$ cat src/rtl/regfile_write_arbiter.sv
// Arbitrates the register-file write port between write-back and a small MD result FIFO.
// MD results drain into idle WB cycles; a wait counter forces an MD write after MAX_WAIT denials.
module regfile_write_arbiter #(
  parameter int unsigned DEPTH    = 2,
  parameter int unsigned MAX_WAIT = 4
) (
  input  logic        clk,
  input  logic        rst,
  input  logic        wb_we,
  input  logic [4:0]  wb_dest,
  input  logic [31:0] wb_val,
  output logic        wb_stall,
  input  logic        md_valid,
  input  logic [4:0]  md_dest,
  input  logic [31:0] md_val,
  output logic        md_ready,
  input  logic [4:0]  src1,
  input  logic [4:0]  src2,
  output logic        pend_hit1,
  output logic        pend_hit2,
  output logic        Write_EN,
  output logic [4:0]  dest,
  output logic [31:0] Write_val
);

  localparam int unsigned AW = $clog2(DEPTH);
  localparam int unsigned WW = $clog2(MAX_WAIT + 1);
  localparam logic [AW:0]   FULL_CNT = (AW + 1)'(DEPTH);
  localparam logic [WW-1:0] WAIT_MAX = WW'(MAX_WAIT);

  logic [4:0]    dest_mem [DEPTH];
  logic [31:0]   val_mem  [DEPTH];
  logic [AW-1:0] head_reg, tail_reg;
  logic [AW:0]   count_reg, count_next;
  logic [WW-1:0] wait_cnt_reg, wait_cnt_next;

  logic wb_req, fifo_req, force_md, pop, push;
  logic [DEPTH-1:0] hit1_vec, hit2_vec;

  assign wb_req   = wb_we && (wb_dest != 5'd0);
  assign fifo_req = (count_reg != '0);
  assign force_md = fifo_req && (wait_cnt_reg == WAIT_MAX);
  assign pop      = !rst && (force_md || (fifo_req && !wb_req));
  // Acceptance depends only on registered occupancy, never on this cycle's pop.
  assign md_ready = !rst && (count_reg != FULL_CNT);
  assign push     = md_valid && md_ready && (md_dest != 5'd0);

  always_comb begin
    Write_EN  = 1'b0;
    dest      = 5'd0;
    Write_val = 32'd0;
    wb_stall  = 1'b0;
    if (pop) begin
      Write_EN  = 1'b1;
      dest      = dest_mem[head_reg];
      Write_val = val_mem[head_reg];
      wb_stall  = force_md && wb_req;
    end else if (!rst && wb_req) begin
      Write_EN  = 1'b1;
      dest      = wb_dest;
      Write_val = wb_val;
    end
  end

  always_comb begin
    count_next = count_reg;
    case ({push, pop})
      2'b10:   count_next = count_reg + 1'b1;
      2'b01:   count_next = count_reg - 1'b1;
      default: count_next = count_reg;
    endcase
    wait_cnt_next = wait_cnt_reg;
    if (pop || !fifo_req)
      wait_cnt_next = '0;
    else if (wait_cnt_reg != WAIT_MAX)
      wait_cnt_next = wait_cnt_reg + 1'b1;
  end

  always_ff @(posedge clk or posedge rst) begin
    if (rst) begin
      head_reg     <= '0;
      tail_reg     <= '0;
      count_reg    <= '0;
      wait_cnt_reg <= '0;
    end else begin
      if (push) tail_reg <= tail_reg + 1'b1;
      if (pop)  head_reg <= head_reg + 1'b1;
      count_reg    <= count_next;
      wait_cnt_reg <= wait_cnt_next;
    end
  end

  always_ff @(posedge clk) begin
    if (push) begin
      dest_mem[tail_reg] <= md_dest;
      val_mem[tail_reg]  <= md_val;
    end
  end

  // A slot is live when its distance from head is below the occupancy.
  generate
    for (genvar gi = 0; gi < DEPTH; gi++) begin : g_slot
      logic [AW-1:0] slot_off;
      logic          slot_valid;
      assign slot_off     = AW'(gi) - head_reg;
      assign slot_valid   = ({1'b0, slot_off} < count_reg);
      assign hit1_vec[gi] = slot_valid && (dest_mem[gi] == src1);
      assign hit2_vec[gi] = slot_valid && (dest_mem[gi] == src2);
    end
  endgenerate

  assign pend_hit1 = !rst && (src1 != 5'd0) && (|hit1_vec);
  assign pend_hit2 = !rst && (src2 != 5'd0) && (|hit2_vec);

endmodule

$ cat config.mk
export PLATFORM = sky130hd
export DESIGN_NAME = regfile_write_arbiter
export DESIGN_NICKNAME = d
export VERILOG_FILES = /design/src/rtl/regfile_write_arbiter.sv
export SDC_FILE = /design/constraint.sdc
export NUM_CORES = 1
export LEC_CHECK = 0
export BUFFER_PORTS_ARGS = -buffer_cell sky130_fd_sc_hd__buf_2
export CORE_ASPECT_RATIO = 0.6
export CORE_MARGIN = 2
export CORE_UTILIZATION = 30
export CTS_CLUSTER_DIAMETER = 150
export DETAILED_ROUTE_END_ITERATION = 6
export PLACE_DENSITY = 0.61
export SYNTH_ARGS = -nofsm -noshare
export SYNTH_HDL_FRONTEND = slang
export SYNTH_SLANG_ARGS = --single-unit
$ cat constraint.sdc
create_clock -name clk -period 2.7 [get_ports clk]
set_clock_uncertainty 0.15 [all_clocks]
set_input_delay 0.54 -clock clk [delete_from_list [all_inputs] [get_ports clk]]
set_output_delay 0.54 -clock clk [all_outputs]
set_load 0.05 [all_outputs]
==> summary.txt <==
Status
  • Status: finished with violations
  • Violated checks: negative setup slack

Finish
  • Synthesis-to-layout area growth: 66.13%
  • Layout cell share with drive strength beyond 1: 54.39%
  • Nets: 496
  • Final non-filler cell total: 575
  • # diodes: 0
  • Finished Cell Area: 6142 um2
  • Number of flip-flops in the largest register: 64

Routing
  • Metal2 WL: 4690 um
  • Final wirelength: 10270 um
  • DR top layer: met4
  • Wire per inst: 17.87 um
  • Post-DRT Antenna Nets: 0
  • DRC: 0
  • Via density: 4.744
  • Iter 0 DRT Violations: 113
  • WL met3: 825 um
  • Vias after detailed routing: 2728
  • Pre-Repair DR Iteration Count: 6
  • Post-Route M1 WL: 4638 um

Hold path
  • HP Start: md_val[3]
  • Min-Delay Endpoint: val_mem[1][3]
  • Hold crit path type: primary input to flip-flop
  • Cells on Worst Hold Path: 1

Clocking
  • Root Driver: clkbuf_16
  • Clk buf depth: 2
  • Num CTS Buffers: 9
  • H-tree levels: 3
  • Clk sink count: 81
  • Skew-Pair Late Insertion Delay: 330 ps
  • CTS tree: built
  • Clk slew on worst S/H paths: 60 ps

Synthesis
  • Post-synth ARST share: 8.642%
  • Synth Instances: 248
  • Sequential area share after synthesis: 64.84%
  • Syn_nets: 339
  • Synth cell types: 30
  • Largest area contributor in the netlist: edfxtp_1
  • Count leader, synth: edfxtp_1
  • Synth top cells by count: edfxtp_1 (74), mux2i_1 (37), o2bb2ai_1 (37), xor2_1 (15)
  • Synthesis Warnings: 0
  • Mean post-synth cell area: 14.91 um2
  • #FFs+latches synth: 81
  • Largest cells by area after synthesis: edfxtp_1 (60%), mux2i_1 (10%), o2bb2ai_1 (8.8%), dfrtp_1 (4.7%), xor2_1 (3.6%)
  • Post-Syn Area: 3697 um2
  • Most used DFF post-synth: edfxtp_1
  • Yosys top cell area share: 60.10%
  • Post-synth EDFFs: 74

Die
  • Core area: 12020 um2
  • Die Wd: 147.3 um
  • Die area: 13260 um2
  • Die span in y: 89.99 um
  • Rows: 31
  • Num ports: 130
  • Starting Density: 30.75%

Place
  • Cell Area, Placed: 5371 um2
  • DP Worst Slack: -487.7 ps
  • Port buffer count: 129
  • Detailed placer's ending HPWL: 6987 um
  • Placer Congestion: 0.8877
  • Cell total after placement: 551

STA
  • Worst relative slew slack: 30.99%
  • RSZ-0062 raised after global routing: yes
  • Tightest Pin Transition: 1034 ps
  • Final setup fails: 37
  • Setup Total Neg Slack: -11950 ps
  • Slew Viols, Final: 0
  • Fin crit period: 3066 ps
  • Peak Freq: 326.1 MHz
  • Final worst-path cycle share: 113.6%
  • Final hold violation count: 0
  • Final WS setup: -366.1 ps

Global route
  • Grt ovf: 0
  • Vias in the first global route: 2883
  • Pin count of the biggest net entering global routing: 35
  • First-pass GRT wire length: 15540 um
  • Overall Global Routing Usage: 15.62%
  • Initial antenna violation count: 0

Run
  • Max-cap violations: 0

Setup path
  • Critical path endpoint category: output port
  • CP Data Required Time: 2010 ps
  • Reg2Reg Capture Point: count_reg[1]
  • Max FO, Critical Path: 12
  • CP Data Arrival Time: 2380 ps
  • Reg-to-reg setup timing slack: 230 ps
  • Reg2Reg Launch Point: wait_cnt_reg[0]
  • CP Launch Type: primary input
  • Reg2reg path depth: 12
  • Worst setup path category: primary input to output port

Pwr
  • Worst VDD drop: 0.4472 mV
  • Cell area power density: 870.7 nW/um2
  • Power Total: 5348 uW
  • Leak Pwr: 0.002390 uW
[cell type report]
| cell class | instances | area (um2) |
|---|---|---|
| clock buffer | 10 | 229.0 |
| clock inverter | 6 | 83.83 |
| fill | 1057 | 5882 |
| inverter | 6 | 22.52 |
| multi-input combinational | 150 | 1952 |
| sequential | 81 | 2401 |
| tap | 165 | 206.4 |
| timing repair buffer | 157 | 1247 |
[repair_timing]
action,in CTS,in global routing
hold buffers,0,0
setup endpoints to repair,39,48
buffers inserted,2,3
cloned,1,2
pin swaps,2,2
resized for setup,89,15
[kinds of logic (layout without fill, tap and decap cells)]
| group | after synthesis | after routing | share of synthesized area [%] |
|---|---|---|---|
| AOI/OAI and AO/OA | 52 | 52 | 11.20 |
| xor gates and xnor gates | 25 | 25 | 5.922 |
| adders and majority gates | 3 | 3 | 1.015 |
| buffers and inverters | 19 | 179 | 2.368 |
| DFF | 81 | 81 | 64.84 |
| muxes | 37 | 37 | 10.02 |
| and+or+nand+nor | 31 | 33 | 4.636 |
[stage by stage]
| step | hold slack (ps) | util [%] |
|---|---|---|
| after detailed placement | 388.1 | 44.67 |
| after CTS | 223.6 | 50.32 |
| after global placement | 383.2 | 44.67 |
| after global routing | 221.3 | 51.08 |
| after floorplan | 367.1 | - |
| final | 240.4 | 51.08 |
[cell usage in the layout (no fill, tap or decap), drive strengths merged]
cell type	count
o21bai	1
nand4	2
xor2	15
nor3	2
inv	6
a21oi	6
o2bb2ai	37
or4	4
o211ai	1
or3	1
nor4	3
o21ai	4
o211a	1
dfrtp	7
nand2	2
and2	1
mux2i	37
nor2	12
ha	3
clkbuf	12
nand3	5
nand3b	1
edfxtp	74
a211o	1
buf	155
bufinv	2
a31oi	1
clkinv	4
xnor2	10
[layer usage]
metal  track usage [%]  vias up
li1                  -     1288
met1             20.89     1324
met2             23.60      106
met3             6.142       10
met4             4.487        0
met5                 0        -
[where the power goes]
part           leakage (uW)  total (uW)  switching, uW  internal [uW]
combinational       0.00147        2360           1390            971
clock              0.000156        1270            466            806
sequential         0.000760        1710            128           1580
total               0.00239        5350           1990           3360
[worst max-delay path, cell delays in order]
cell and delay (ps):
buf_8 100, or4_4 530, o211a_1 250, or3_4 420, buf_12 210, o2bb2ai_4 170, buf_8 160
[how the worst max path moves through the flow]
stage                     from            end  cells after the start
floorplan           wb_dest[0]       wb_stall                      3
global placement    wb_dest[0]   Write_val[0]                      7
detailed placement  wb_dest[0]   Write_val[0]                      7
CTS                 wb_dest[0]  Write_val[11]                      7
global route        wb_dest[0]  Write_val[11]                      7
finish              wb_dest[0]  Write_val[11]                      7
Power figures use the tool's default switching activity.
